==> src/rtl/mux4_arbiter_pkg.sv <==
`default_nettype none
// ============================================================================
// Module   : mux4_arbiter_pkg
// Brief    : Shared state encoding, default sizing and helpers for mux4_arbiter.
// Revision : 1.0 - initial release
// ============================================================================
package mux4_arbiter_pkg;

  typedef enum logic [0:0] {
    ST_IDLE  = 1'b0,
    ST_GRANT = 1'b1
  } state_t;

  localparam int C_MAX_HOLD_DEFAULT = 8;
  localparam int C_HOLD_W_DEFAULT   = 4;

  function automatic logic [3:0] onehot4(input logic [1:0] idx);
    return 4'b0001 << idx;
  endfunction

endpackage
`default_nettype wire

==> src/rtl/rr_pick4.sv <==
`default_nettype none
// ============================================================================
// Module   : rr_pick4
// Brief    : Combinational rotating-priority picker; first set req from ptr up.
// Revision : 1.0 - initial release
// ============================================================================
module rr_pick4 (
  input  logic [3:0] req,
  input  logic [1:0] ptr,
  output logic [1:0] idx,
  output logic       found
);

  // Scan farthest-first so the candidate closest to ptr overwrites the rest.
  always_comb begin
    idx   = ptr;
    found = 1'b0;
    for (int k = 3; k >= 0; k--) begin
      if (req[ptr + 2'(k)]) begin
        idx   = ptr + 2'(k);
        found = 1'b1;
      end
    end
  end

endmodule
`default_nettype wire

==> src/rtl/mux4_arbiter.sv <==
`default_nettype none
// ============================================================================
// Module   : mux4_arbiter
// Brief    : Round-robin owner of the shared 4:1 select path with hold timeout.
// Revision : 1.0 - initial release
// ============================================================================
module mux4_arbiter
  import mux4_arbiter_pkg::*;
#(
  parameter int MAX_HOLD = C_MAX_HOLD_DEFAULT,
  parameter int HOLD_W   = C_HOLD_W_DEFAULT
) (
  input  logic       clk,
  input  logic       rst_n,
  input  logic [3:0] req,
  input  logic [3:0] din,
  output logic [3:0] gnt,
  output logic [1:0] sel,
  output logic       busy,
  output logic       dout
);

  localparam logic [HOLD_W-1:0] C_HOLD_LAST = HOLD_W'(MAX_HOLD - 1);

  state_t            r_state;
  state_t            w_state_nxt;
  logic [1:0]        r_sel;
  logic [1:0]        w_sel_nxt;
  logic [1:0]        r_ptr;
  logic [1:0]        w_ptr_nxt;
  logic [HOLD_W-1:0] r_hold_cnt;
  logic [HOLD_W-1:0] w_hold_nxt;
  logic [3:0]        r_gnt;
  logic [3:0]        w_gnt_nxt;
  logic [1:0]        w_scan_base;
  logic [1:0]        w_pick_idx;
  logic              w_pick_found;
  logic              w_release;
  logic              w_timeout;
  logic              w_mux;

  // While granted, the search starts just past the current owner.
  assign w_scan_base = (r_state == ST_GRANT) ? r_sel + 2'd1 : r_ptr;

  rr_pick4 u_pick (
    .req   (req),
    .ptr   (w_scan_base),
    .idx   (w_pick_idx),
    .found (w_pick_found)
  );

  assign w_release = ~req[r_sel];
  assign w_timeout = (r_hold_cnt == C_HOLD_LAST);

  always_comb begin
    w_state_nxt = r_state;
    w_sel_nxt   = r_sel;
    w_ptr_nxt   = r_ptr;
    w_hold_nxt  = r_hold_cnt;
    case (r_state)
      ST_IDLE: begin
        if (w_pick_found) begin
          w_state_nxt = ST_GRANT;
          w_sel_nxt   = w_pick_idx;
          w_hold_nxt  = '0;
        end
      end
      ST_GRANT: begin
        if (w_release || w_timeout) begin
          w_ptr_nxt  = r_sel + 2'd1;
          w_hold_nxt = '0;
          if (w_pick_found) begin
            w_sel_nxt = w_pick_idx;
          end else begin
            w_state_nxt = ST_IDLE;
          end
        end else begin
          w_hold_nxt = r_hold_cnt + 1'b1;
        end
      end
      default: w_state_nxt = ST_IDLE;
    endcase
    w_gnt_nxt = (w_state_nxt == ST_GRANT) ? onehot4(w_sel_nxt) : 4'b0000;
  end

  always_ff @(posedge clk or negedge rst_n) begin
    if (!rst_n) begin
      r_state    <= ST_IDLE;
      r_sel      <= 2'd0;
      r_ptr      <= 2'd0;
      r_hold_cnt <= '0;
      r_gnt      <= 4'b0000;
    end else begin
      r_state    <= w_state_nxt;
      r_sel      <= w_sel_nxt;
      r_ptr      <= w_ptr_nxt;
      r_hold_cnt <= w_hold_nxt;
      r_gnt      <= w_gnt_nxt;
    end
  end

  // Shared 4:1 data mux, gated so an idle select path reads as zero.
  assign w_mux = din[r_sel];
  assign dout  = (r_state == ST_GRANT) & w_mux;

  assign gnt  = r_gnt;
  assign sel  = r_sel;
  assign busy = (r_state == ST_GRANT);

endmodule
`default_nettype wire

==> config.mk <==
export PLATFORM = sky130hd
export DESIGN_NAME = mux4_arbiter
export DESIGN_NICKNAME = d
export VERILOG_FILES = /design/src/rtl/mux4_arbiter_pkg.sv /design/src/rtl/rr_pick4.sv /design/src/rtl/mux4_arbiter.sv
export SDC_FILE = /design/constraint.sdc
export NUM_CORES = 1
export LEC_CHECK = 0
export CAP_MARGIN = 10
export CORE_UTILIZATION = 43
export DETAILED_ROUTE_END_ITERATION = 16
export DONT_BUFFER_PORTS = 1
export MAX_ROUTING_LAYER = met4
export PLACE_DENSITY = 0.66
export RECOVER_POWER = 50
export SLEW_MARGIN = 20
export SYNTH_ARGS = -nofsm -noshare
export SYNTH_HDL_FRONTEND = slang
export SYNTH_HIERARCHICAL = 1
export SYNTH_SLANG_ARGS = --single-unit
==> constraint.sdc <==
create_clock -name clk -period 5.5 [get_ports clk]
set_input_delay 1.65 -clock clk [delete_from_list [all_inputs] [get_ports clk]]
set_output_delay 1.65 -clock clk [all_outputs]
set_load 0.01 [all_outputs]
==> results of run 1 <==
## how the worst max path moves through the flow
stage	to	slack, ps	cells after the start
after detailed placement	dout	1570	2
after global placement	dout	1570	2
after CTS	dout	1570	2
after global routing	dout	1550	2
final	dout	1570	2
after floorplan	dout	1580	2
## power breakdown
part | internal [mW] | switching (mW) | leakage [nW]
clock | 0.0280 | 0.0296 | 0.0150
combinational | 0.0969 | 0.0959 | 0.204
sequential | 0.132 | 0.0510 | 0.160
total | 0.257 | 0.177 | 0.379
## stage by stage
stage	worst slack, ps	std cells	hold WS [ps]	power [mW]	utilization (%)
3_5_place_dp	1570	109	465	0.378	46.7
6_report	1570	113	479	0.433	47.9
5_1_grt	1550	113	497	0.472	47.9
4_1_cts	1570	113	484	0.437	48.1
3_3_place_gp	1570	109	459	0.373	46.7
2_1_floorplan	1580	89	449	0.359	-
## flip-flops by register name (all words and copies together) (netlist names)
name,count
busy,1
sel,2
gnt,4
r_ptr,2
r_hold_cnt,4
## worst register-to-register path, delay by kind of cell (launching register included)
family	cells	cell delay, ps
compound gates	2	400
flops	1	540
simple gates	6	1220
## layout make-up
| type | instances | area, µm² |
|---|---|---|
| clock buffer | 4 | 26.3 |
| fill | 168 | 930 |
| inverter | 4 | 15.0 |
| multi-input combinational | 67 | 455 |
| sequential | 13 | 325 |
| tap | 25 | 31.3 |
## cells in the mapped netlist (2+ instances only)
library cell,n,area (µm²)
sky130_fd_sc_hd__buf_4,2,15.0
sky130_fd_sc_hd__nand2_1,8,30.0
sky130_fd_sc_hd__and2b_2,2,17.5
sky130_fd_sc_hd__nand2b_1,4,25.0
sky130_fd_sc_hd__mux2i_1,3,30.0
sky130_fd_sc_hd__nand3_1,3,15.0
sky130_fd_sc_hd__o21ai_0,10,50.1
sky130_fd_sc_hd__inv_1,4,15.0
sky130_fd_sc_hd__a21oi_1,5,25.0
sky130_fd_sc_hd__mux4_2,2,45.0
sky130_fd_sc_hd__nor2_1,5,18.8
sky130_fd_sc_hd__nand4b_1,2,17.5
sky130_fd_sc_hd__dfrtp_1,13,325
sky130_fd_sc_hd__and2_1,3,18.8
sky130_fd_sc_hd__and3b_1,2,17.5
## cell families after synthesis
group                    synth area share (%)
AND/OR/NAND/NOR                          26.8
AO/OA/AOI/OAI                            16.0
adder cells (fa/ha/maj)                  1.50
buffers and inverters                    5.99
flip-flops                               38.9
multiplexers                             10.8
## placed cells by master, fill, tap and decap left out
master                      netlist  layout
sky130_fd_sc_hd__o221a_2          1       1
sky130_fd_sc_hd__clkbuf_1         1       1
sky130_fd_sc_hd__nand4_1          1       1
sky130_fd_sc_hd__nand2_1          8       8
sky130_fd_sc_hd__and3b_1          2       2
sky130_fd_sc_hd__a21boi_0         1       1
sky130_fd_sc_hd__mux2_4           1       1
sky130_fd_sc_hd__nor3_1           1       1
sky130_fd_sc_hd__a2bb2oi_1        1       1
sky130_fd_sc_hd__clkbuf_4         0       3
sky130_fd_sc_hd__nor3b_1          1       1
sky130_fd_sc_hd__and2b_1          1       1
sky130_fd_sc_hd__nor2_1           5       5
sky130_fd_sc_hd__mux4_2           2       2
sky130_fd_sc_hd__nand2_2          1       1
sky130_fd_sc_hd__or4_1            1       1
sky130_fd_sc_hd__or3_1            1       1
sky130_fd_sc_hd__nand3b_1         1       1
sky130_fd_sc_hd__o31ai_1          1       1
sky130_fd_sc_hd__a21o_1           1       1
sky130_fd_sc_hd__dfrtp_1         13      13
sky130_fd_sc_hd__o21ai_0         10      10
sky130_fd_sc_hd__nand3_1          3       4
sky130_fd_sc_hd__and2b_2          2       2
sky130_fd_sc_hd__a32o_1           1       1
sky130_fd_sc_hd__mux2i_1          3       3
sky130_fd_sc_hd__inv_1            4       4
sky130_fd_sc_hd__a31oi_1          1       1
sky130_fd_sc_hd__and2_1           3       3
sky130_fd_sc_hd__nand2b_1         4       4
sky130_fd_sc_hd__ha_1             1       1
sky130_fd_sc_hd__a21oi_1          5       5
sky130_fd_sc_hd__nand4b_1         2       2
## per-layer routing
metal	track usage, %	vias to the layer above
li1	-	320
met1	22.3	304
met2	23.1	11
met3	5.88	2
met4	3.53	0
met5	-	-
==> flow_summary_export.csv, run 1 <==
group,metric,value,unit
setup_path,ff2ff_setup_slack,3210,ps
setup_path,path_cells,"mux4_2 -> and2_1",
pwr,peakVddDrop,0.198,mV
pwr,static-leakage-power,0.379,nW
grt,antenna_found_initial,0,
drt,avgRoutedWirePerCell,13.0,µm
clock_network,clk_pin_slew,80,ps
setup_path,arrival,2280,ps
setup_path,cpMaxStageDelayCell,"sky130_fd_sc_hd__mux4_2",
floorplan,io_pins,18,
sta,timing_hold_violations_final,0,
sta,final-setup-viol-count,0,
sta,slew-limit-headroom,69.4,%
clock_network,clockRootBuffer,"sky130_fd_sc_hd__clkbuf_4",
floorplan,initial_core_util,46.9,%
drt,post_detailed_routing_wire_length,1.47,mm
sta,max_slew.worst_pin.slew,458,ps
sta,max_slew_violation_count,0,
finish,num_antenna_cells,0,
sta,worst_clock_skew,0.447,ps
min_path,hold_path.class,"reg2reg",
finish,area_growth_syn_to_layout,2.10,%
flow_run,max-cap-violations,0,
setup_path,worst-path-max-fanout,1,
min_path,hold_critical_path_depth,1,
setup_path,worst_path_dominant_cell_family,"multiplexers",
setup_path,crit_type,"in2out",
synthesis,post_synth.cell_area_avg,9.39,µm²
synthesis,syn-cell-area,836,µm²
drt,route.layer.met1.wl,720,µm
setup_path,launching_element_type_of_the_critical_path,"input port",
setup_path,worstSetupEndpointType,"output pin",
placement,routabilityCongestion,0.791,
sta,fmax,254,MHz
grt,gr-total-overflow,0,
floorplan,floorplan.die_area,2120,µm²
clock_network,cts-buffers-inserted,3,
drt,drt_iter0_drc,8,
clock_network,cts_sinks,13,
setup_path,r2r-end,"gnt[1]$_DFF_PN0_",
pwr,p_per_area,508,nW/µm²
synthesis,yosysWarningCount,6,
setup_path,timing.rr.start,"sel[1]$_DFF_PN0_",
setup_path,required,3850,ps
drt,remaining_drc_errors,0,
floorplan,core_area,1780,µm²
setup_path,crit_start,"din[3]",
floorplan,placement_rows,15,
clock_network,cts_tree,"built",
drt,met3RoutedLength,52,µm
synthesis,syn-instance-count,89,
grt,grt_pass1_wl,2.37,mm
clock_network,h-tree-depth,1,
synthesis,postSynthRegisterBits,13,
clock_network,cts_post_setup_buffers_inserted,0,
sta,timing.final.crit_share,71.5,%
sta,finalSetupTns,0,ps
min_path,min_from,"r_ptr[0]$_DFFE_PN0P_",
outcome,run_status,"complete, no violations",
clock_network,cts-root-to-sink-buffers,2,
min_path,hold_end,"r_ptr[0]$_DFFE_PN0P_",
sta,layout_min_cycle_time,3930,ps
drt,vias,637,
clock_network,cts.repair.resized,0,
sta,unrepaired_setup_endpoints_after_global_routing,"no",
drt,route.detailed.vias_per_inst,5.64,
clock_network,clock_insertion_delay_at_the_later_pin_of_the_skew_report,270,ps
synthesis,yosys.cell_types.count,36,
setup_path,ff2ff_path_depth,8,
setup_path,timing.critical_path.slowest_cell_delay,430,ps
placement,place.port_buffers,0,
floorplan,floorplan.die.width,46.1,µm
grt,grt_start_max_net_pins,15,
placement,dp_hpwl,1.09,mm
grt,grt.total_usage,16.4,%
placement,detailed_place.area,832,µm²
drt,route.top_layer_used,"met4",
synthesis,synth_async_sr_flop_share,100,%
drt,met2RoutedLength,685,µm
drt,postRouteAntennaNets,0,
finish,postLayoutCellArea,853,µm²
floorplan,die_height,46.1,µm
clock_network,cts_hold_buffers,0,
grt,grt_pass1_vias,527,
finish,layout.nets,100,
setup_path,timing.critical_path.buf_inv,0,
synthesis,mappedNetlistNets,100,
finish,share_of_layout_cells_above_drive_strength_1,11.4,%
synthesis,synth_seq_area_share,38.9,%
synthesis,number_of_flops_mapped_to_enable_cells_by_yosys,0,
synthesis,ys.flop_type,"sky130_fd_sc_hd__dfrtp_1",
drt,firstDrtPassIters,4,
(Power assumes the default switching activity.)
==> run 2: changes to the inputs <==
PLACE_DENSITY = 0.68   (was 0.66)
clock period = 3.3 ns   (was 5.5 ns; I/O delays follow)
==> run 2 against run 1 <==
Clock skew grew 12 ps. Sequential power grew 65%. Worst setup slack lost 890 ps. Hold slack lost 83 ps. Utilization grew 0.28 points. Via count is the same. Largest cell class unchanged. Highest routed layer unchanged.
==> flow_summary_export.csv, run 2 (synthesis results as in run 1) <==
group,metric,value,unit
outcome,run_status,"complete, no violations",
setup_path,arrival,1630,ps
sta,max_slew_violation_count,0,
finish,layout.nets,100,
floorplan,core_area,1780,µm²
setup_path,worstSetupEndpointType,"output pin",
drt,remaining_drc_errors,0,
clock_network,clockRootBuffer,"sky130_fd_sc_hd__clkbuf_4",
drt,vias,637,
setup_path,ff2ff_path_depth,8,
clock_network,cts_tree,"built",
drt,firstDrtPassIters,4,
grt,grt.total_usage,18.4,%
drt,postRouteAntennaNets,0,
sta,finalSetupTns,0,ps
setup_path,timing.critical_path.slowest_cell_delay,440,ps
setup_path,timing.rr.start,"sel[1]$_DFF_PN0_",
finish,share_of_layout_cells_above_drive_strength_1,12.5,%
drt,drt_iter0_drc,15,
flow_run,max-cap-violations,0,
sta,unrepaired_setup_endpoints_after_global_routing,"no",
finish,final_common_cell,"sky130_fd_sc_hd__dfrtp_1",
setup_path,crit_start,"din[3]",
finish,filler_cell_count,172,
setup_path,cpMaxStageDelayCell,"sky130_fd_sc_hd__mux4_2",
finish,num_antenna_cells,0,
setup_path,ff2ff_setup_slack,1010,ps
setup_path,crit_type,"in2out",
clock_network,cts-buffers-inserted,3,
grt,grt_pass1_wl,2.56,mm
clock_network,clk_pin_slew,80,ps
floorplan,die_height,46.1,µm
min_path,hold_path.class,"in2async",
setup_path,launching_element_type_of_the_critical_path,"input port",
pwr,static-leakage-power,0.383,nW
clock_network,cts_hold_buffers,0,
clock_network,cts_post_setup_buffers_inserted,0,
floorplan,placement_rows,15,
placement,routabilityCongestion,0.762,
drt,post_detailed_routing_wire_length,1.60,mm
finish,seqCellArea,325,µm²
floorplan,initial_core_util,46.9,%
finish,final_cell_mix,"sky130_fd_sc_hd__dfrtp_1 (13), sky130_fd_sc_hd__o21ai_0 (10), sky130_fd_sc_hd__nand2_1 (8)",
setup_path,path_cells,"mux4_2 -> and2_1",
clock_network,cts.repair.resized,0,
floorplan,floorplan.die_area,2120,µm²
grt,grt_start_max_net_pins,15,
floorplan,floorplan.die.width,46.1,µm
sta,timing_hold_violations_final,0,
finish,multi_input_comb_area,460,µm²
finish,area_growth_syn_to_layout,2.69,%
sta,max_slew.worst_pin.slew,465,ps
clock_network,h-tree-depth,1,
clock_network,cts-root-to-sink-buffers,2,
setup_path,required,2310,ps
floorplan,io_pins,18,
setup_path,worst_path_dominant_cell_family,"multiplexers",
grt,gr-total-overflow,0,
drt,avgRoutedWirePerCell,14.2,µm
pwr,p_per_area,849,nW/µm²
setup_path,worst-path-max-fanout,1,
pwr,fin_total_pwr,0.729,mW
placement,place.port_buffers,0,
grt,antenna_found_initial,0,
sta,timing.final.crit_share,79.5,%
sta,fmax,381,MHz
setup_path,r2r-end,"gnt[1]$_DFF_PN0_",
placement,dp_hpwl,1.21,mm
drt,route.detailed.vias_per_inst,5.64,
clock_network,clock_insertion_delay_at_the_later_pin_of_the_skew_report,280,ps
sta,layout_min_cycle_time,2620,ps
clock_network,cts_sinks,13,
grt,grt_pass1_vias,576,
sta,final-setup-viol-count,0,
sta,slew-limit-headroom,69.0,%
setup_path,timing.critical_path.buf_inv,0,
pwr,peakVddDrop,0.355,mV
sta,worst_clock_skew,12.0,ps
-- run 2: worst max-delay path by stage --
stage,end,slack [ps],depth (start not counted)
floorplan,dout,700,2
global placement,dout,680,2
detailed placement,dout,670,2
CTS,dout,670,2
global route,dout,590,2
finish,dout,680,2
-- run 2: layer usage --
metal	vias up	global-route usage, %	part of all wire [%]
met2	20	27.6	48
li1	316	-	-
met4	0	5.29	0.75
met5	-	-	0
met1	299	22.4	44
met3	2	7.84	7.1
-- run 2: final cells by class --
cell class	instances	area share [%]
clock buffer	4	3.06
inverter	4	1.75
sequential	13	37.9
multi-input combinational	67	53.6
tap	25	3.64
-- run 2: worst register-to-register path, cell delays in order, from the launching register on --
cell and delay, ps:
sky130_fd_sc_hd__dfrtp_1 530, sky130_fd_sc_hd__nand2b_1 230, sky130_fd_sc_hd__and2_1 200, sky130_fd_sc_hd__a21oi_1 340
sky130_fd_sc_hd__nor3_1 100, sky130_fd_sc_hd__or4_1 400, sky130_fd_sc_hd__nand2_1 160, sky130_fd_sc_hd__nand4b_1 130
sky130_fd_sc_hd__o21ai_0 90
-- run 2: stage by stage --
step | instance area [µm²] | instances | hold slack [ps] | setup slack [ps] | utilization, %
2_1_floorplan | 836 | 89 | 449 | 697 | -
3_3_place_gp | 832 | 109 | 461 | 685 | 46.7
3_5_place_dp | 832 | 109 | 466 | 674 | 46.7
4_1_cts | 858 | 113 | 385 | 665 | 48.1
5_1_grt | 858 | 113 | 371 | 590 | 48.1
6_report | 858 | 113 | 396 | 676 | 48.1
-- run 2: where the power goes --
part	leakage, nW	internal (mW)	total, mW	switching (mW)
sequential	0.160	0.220	0.302	0.0823
combinational	0.208	0.163	0.331	0.168
clock	0.0150	0.0468	0.0961	0.0493
total	0.383	0.429	0.729	0.299
==> run 3: changes to the inputs <==
PLACE_DENSITY = 0.66   (was 0.68)
clock period = 2.5 ns   (was 3.3 ns; I/O delays follow)
==> run 3 against run 2 <==
Routed wire length grew 2.5%. Largest cell class unchanged. Combinational power grew 47%. Hold slack lost 230 ps. Sequential share of layout area shrank 0.65 points. Utilization grew 0.84 points. Sequential power grew 24%. First-iteration DRC count grew 93%. Worst setup slack lost 550 ps. Critical path depth is the same. Largest power group unchanged. Clock skew shrank 9.2 ps. Non-clock buffer count grew 2.
==> flow_summary_export.csv, run 3 (synthesis results as in run 1) <==
group,metric,value,unit
finish,final_common_cell,"sky130_fd_sc_hd__dfrtp_1",
sta,finalSetupTns,0,ps
drt,vias,642,
sta,layout_setup_ws,124,ps
placement,detailed_place.area,847,µm²
drt,firstDrtPassIters,4,
floorplan,floorplan.die_area,2120,µm²
drt,drt_iter0_drc,29,
grt,gr-total-overflow,0,
floorplan,floorplan.die.width,46.1,µm
placement,place.port_buffers,0,
clock_network,cts_post_setup_buffers_inserted,0,
setup_path,arrival,1630,ps
clock_network,cts_hold_buffers,0,
placement,dp_hpwl,1.25,mm
setup_path,end_point_of_the_critical_path,"dout",
min_path,hold_path.class,"in2async",
finish,num_antenna_cells,0,
clock_network,clock_insertion_delay_at_the_later_pin_of_the_skew_report,270,ps
drt,route.detailed.vias_per_inst,5.58,
clock_network,cts-root-to-sink-buffers,2,
sta,max_slew_violation_count,0,
finish,share_of_layout_cells_above_drive_strength_1,14.4,%
clock_network,cts_sinks,13,
clock_network,clockRootBuffer,"sky130_fd_sc_hd__clkbuf_4",
pwr,static-leakage-power,0.392,nW
clock_network,h-tree-depth,1,
floorplan,placement_rows,15,
setup_path,worst-path-max-fanout,10,
setup_path,crit_start,"sel[0]$_DFF_PN0_",
setup_path,timing.rr.start,"sel[0]$_DFF_PN0_",
grt,grt_pass1_vias,562,
floorplan,initial_core_util,46.9,%
flow_run,max-cap-violations,0,
outcome,run_status,"complete, no violations",
grt,grt.total_usage,18.4,%
setup_path,launching_element_type_of_the_critical_path,"flip-flop",
drt,avgRoutedWirePerCell,14.3,µm
sta,unrepaired_setup_endpoints_after_global_routing,"no",
grt,grt_pass1_wl,2.67,mm
drt,postRouteAntennaNets,0,
setup_path,worstSetupEndpointType,"output pin",
placement,post-place-ws,264,ps
pwr,fin_total_pwr,0.987,mW
setup_path,ff2ff_path_depth,9,
sta,hold-worst-slack,167,ps
floorplan,io_pins,18,
sta,timing_hold_violations_final,0,
finish,area_growth_syn_to_layout,4.49,%
sta,timing.final.crit_share,95.1,%
finish,final_cell_mix,"sky130_fd_sc_hd__dfrtp_1 (13), sky130_fd_sc_hd__o21ai_0 (10), sky130_fd_sc_hd__nand2_1 (8)",
finish,layout.core_utilization,49.0,%
sta,layout_min_cycle_time,2380,ps
finish,postLayoutCellArea,873,µm²
floorplan,die_height,46.1,µm
placement,place_inst,111,
setup_path,r2r-end,"gnt[0]$_DFF_PN0_",
drt,post_detailed_routing_wire_length,1.64,mm
sta,max_slew.worst_pin.slew,428,ps
pwr,peakVddDrop,0.450,mV
floorplan,core_area,1780,µm²
drt,remaining_drc_errors,0,
sta,fmax,421,MHz
setup_path,ff2ff_setup_slack,240,ps
sta,slew-limit-headroom,71.5,%
pwr,p_per_area,1130,nW/µm²
clock_network,cts_tree,"built",
grt,antenna_found_initial,0,
clock_network,cts.repair.resized,0,
finish,filler_cell_count,169,
finish,layout.nets,102,
placement,routabilityCongestion,0.795,
setup_path,required,1750,ps
clock_network,clk_pin_slew,80,ps
sta,final-setup-viol-count,0,
sta,worst_clock_skew,2.80,ps
finish,stdcell_count,115,
setup_path,crit_type,"reg2out",
clock_network,cts-buffers-inserted,3,
grt,grt_start_max_net_pins,15,
[run 3: changes by cell type in the layout (fill, tap and decap cells not counted)]
| cell | previous run | this run |
|---|---|---|
| sky130_fd_sc_hd__buf_4 | 0 | 2 |
[run 3: worst min-delay path by stage]
stage                           endpoint  slack (ps)
6_report                sel[1]$_DFF_PN0_         170
5_1_grt                 gnt[0]$_DFF_PN0_         140
4_1_cts                 sel[1]$_DFF_PN0_         160
3_5_place_dp   r_hold_cnt[3]$_DFFE_PN0P_         450
3_3_place_gp   r_hold_cnt[2]$_DFFE_PN0P_         450
2_1_floorplan             busy$_DFF_PN0_         450
[run 3: area by class of cell]
cell class	instances	area (µm²)	share of cell area (%)
inverter	4	15.0	1.72
sequential	13	325	37.2
multi-input combinational	67	460	52.7
tap	25	31.3	3.58
clock buffer	4	26.3	3.01
timing repair buffer	2	15.0	1.72
[run 3: where the power goes]
part | switching (mW) | leakage, nW | internal [mW]
clock network | 0.0656 | 0.0150 | 0.0616
logic | 0.260 | 0.217 | 0.227
registers | 0.0828 | 0.160 | 0.290
[run 3: layer usage]
| layer | vias up | share of wire [%] | global-route usage [%] | wire length [µm] |
|---|---|---|---|---|
| met4 | 0 | 0 | 5.29 | 0 |
| li1 | 319 | - | - | - |
| met1 | 309 | 45 | 24.8 | 746 |
| met3 | 0 | 4.8 | 5.10 | 78 |
| met5 | - | 0 | - | 0 |
| met2 | 14 | 50 | 26.8 | 816 |
[run 3: worst max-delay path: stages (launching register included)]
cell,delay (ps)
sky130_fd_sc_hd__dfrtp_1,610
sky130_fd_sc_hd__mux4_2,550
sky130_fd_sc_hd__and2_1,200
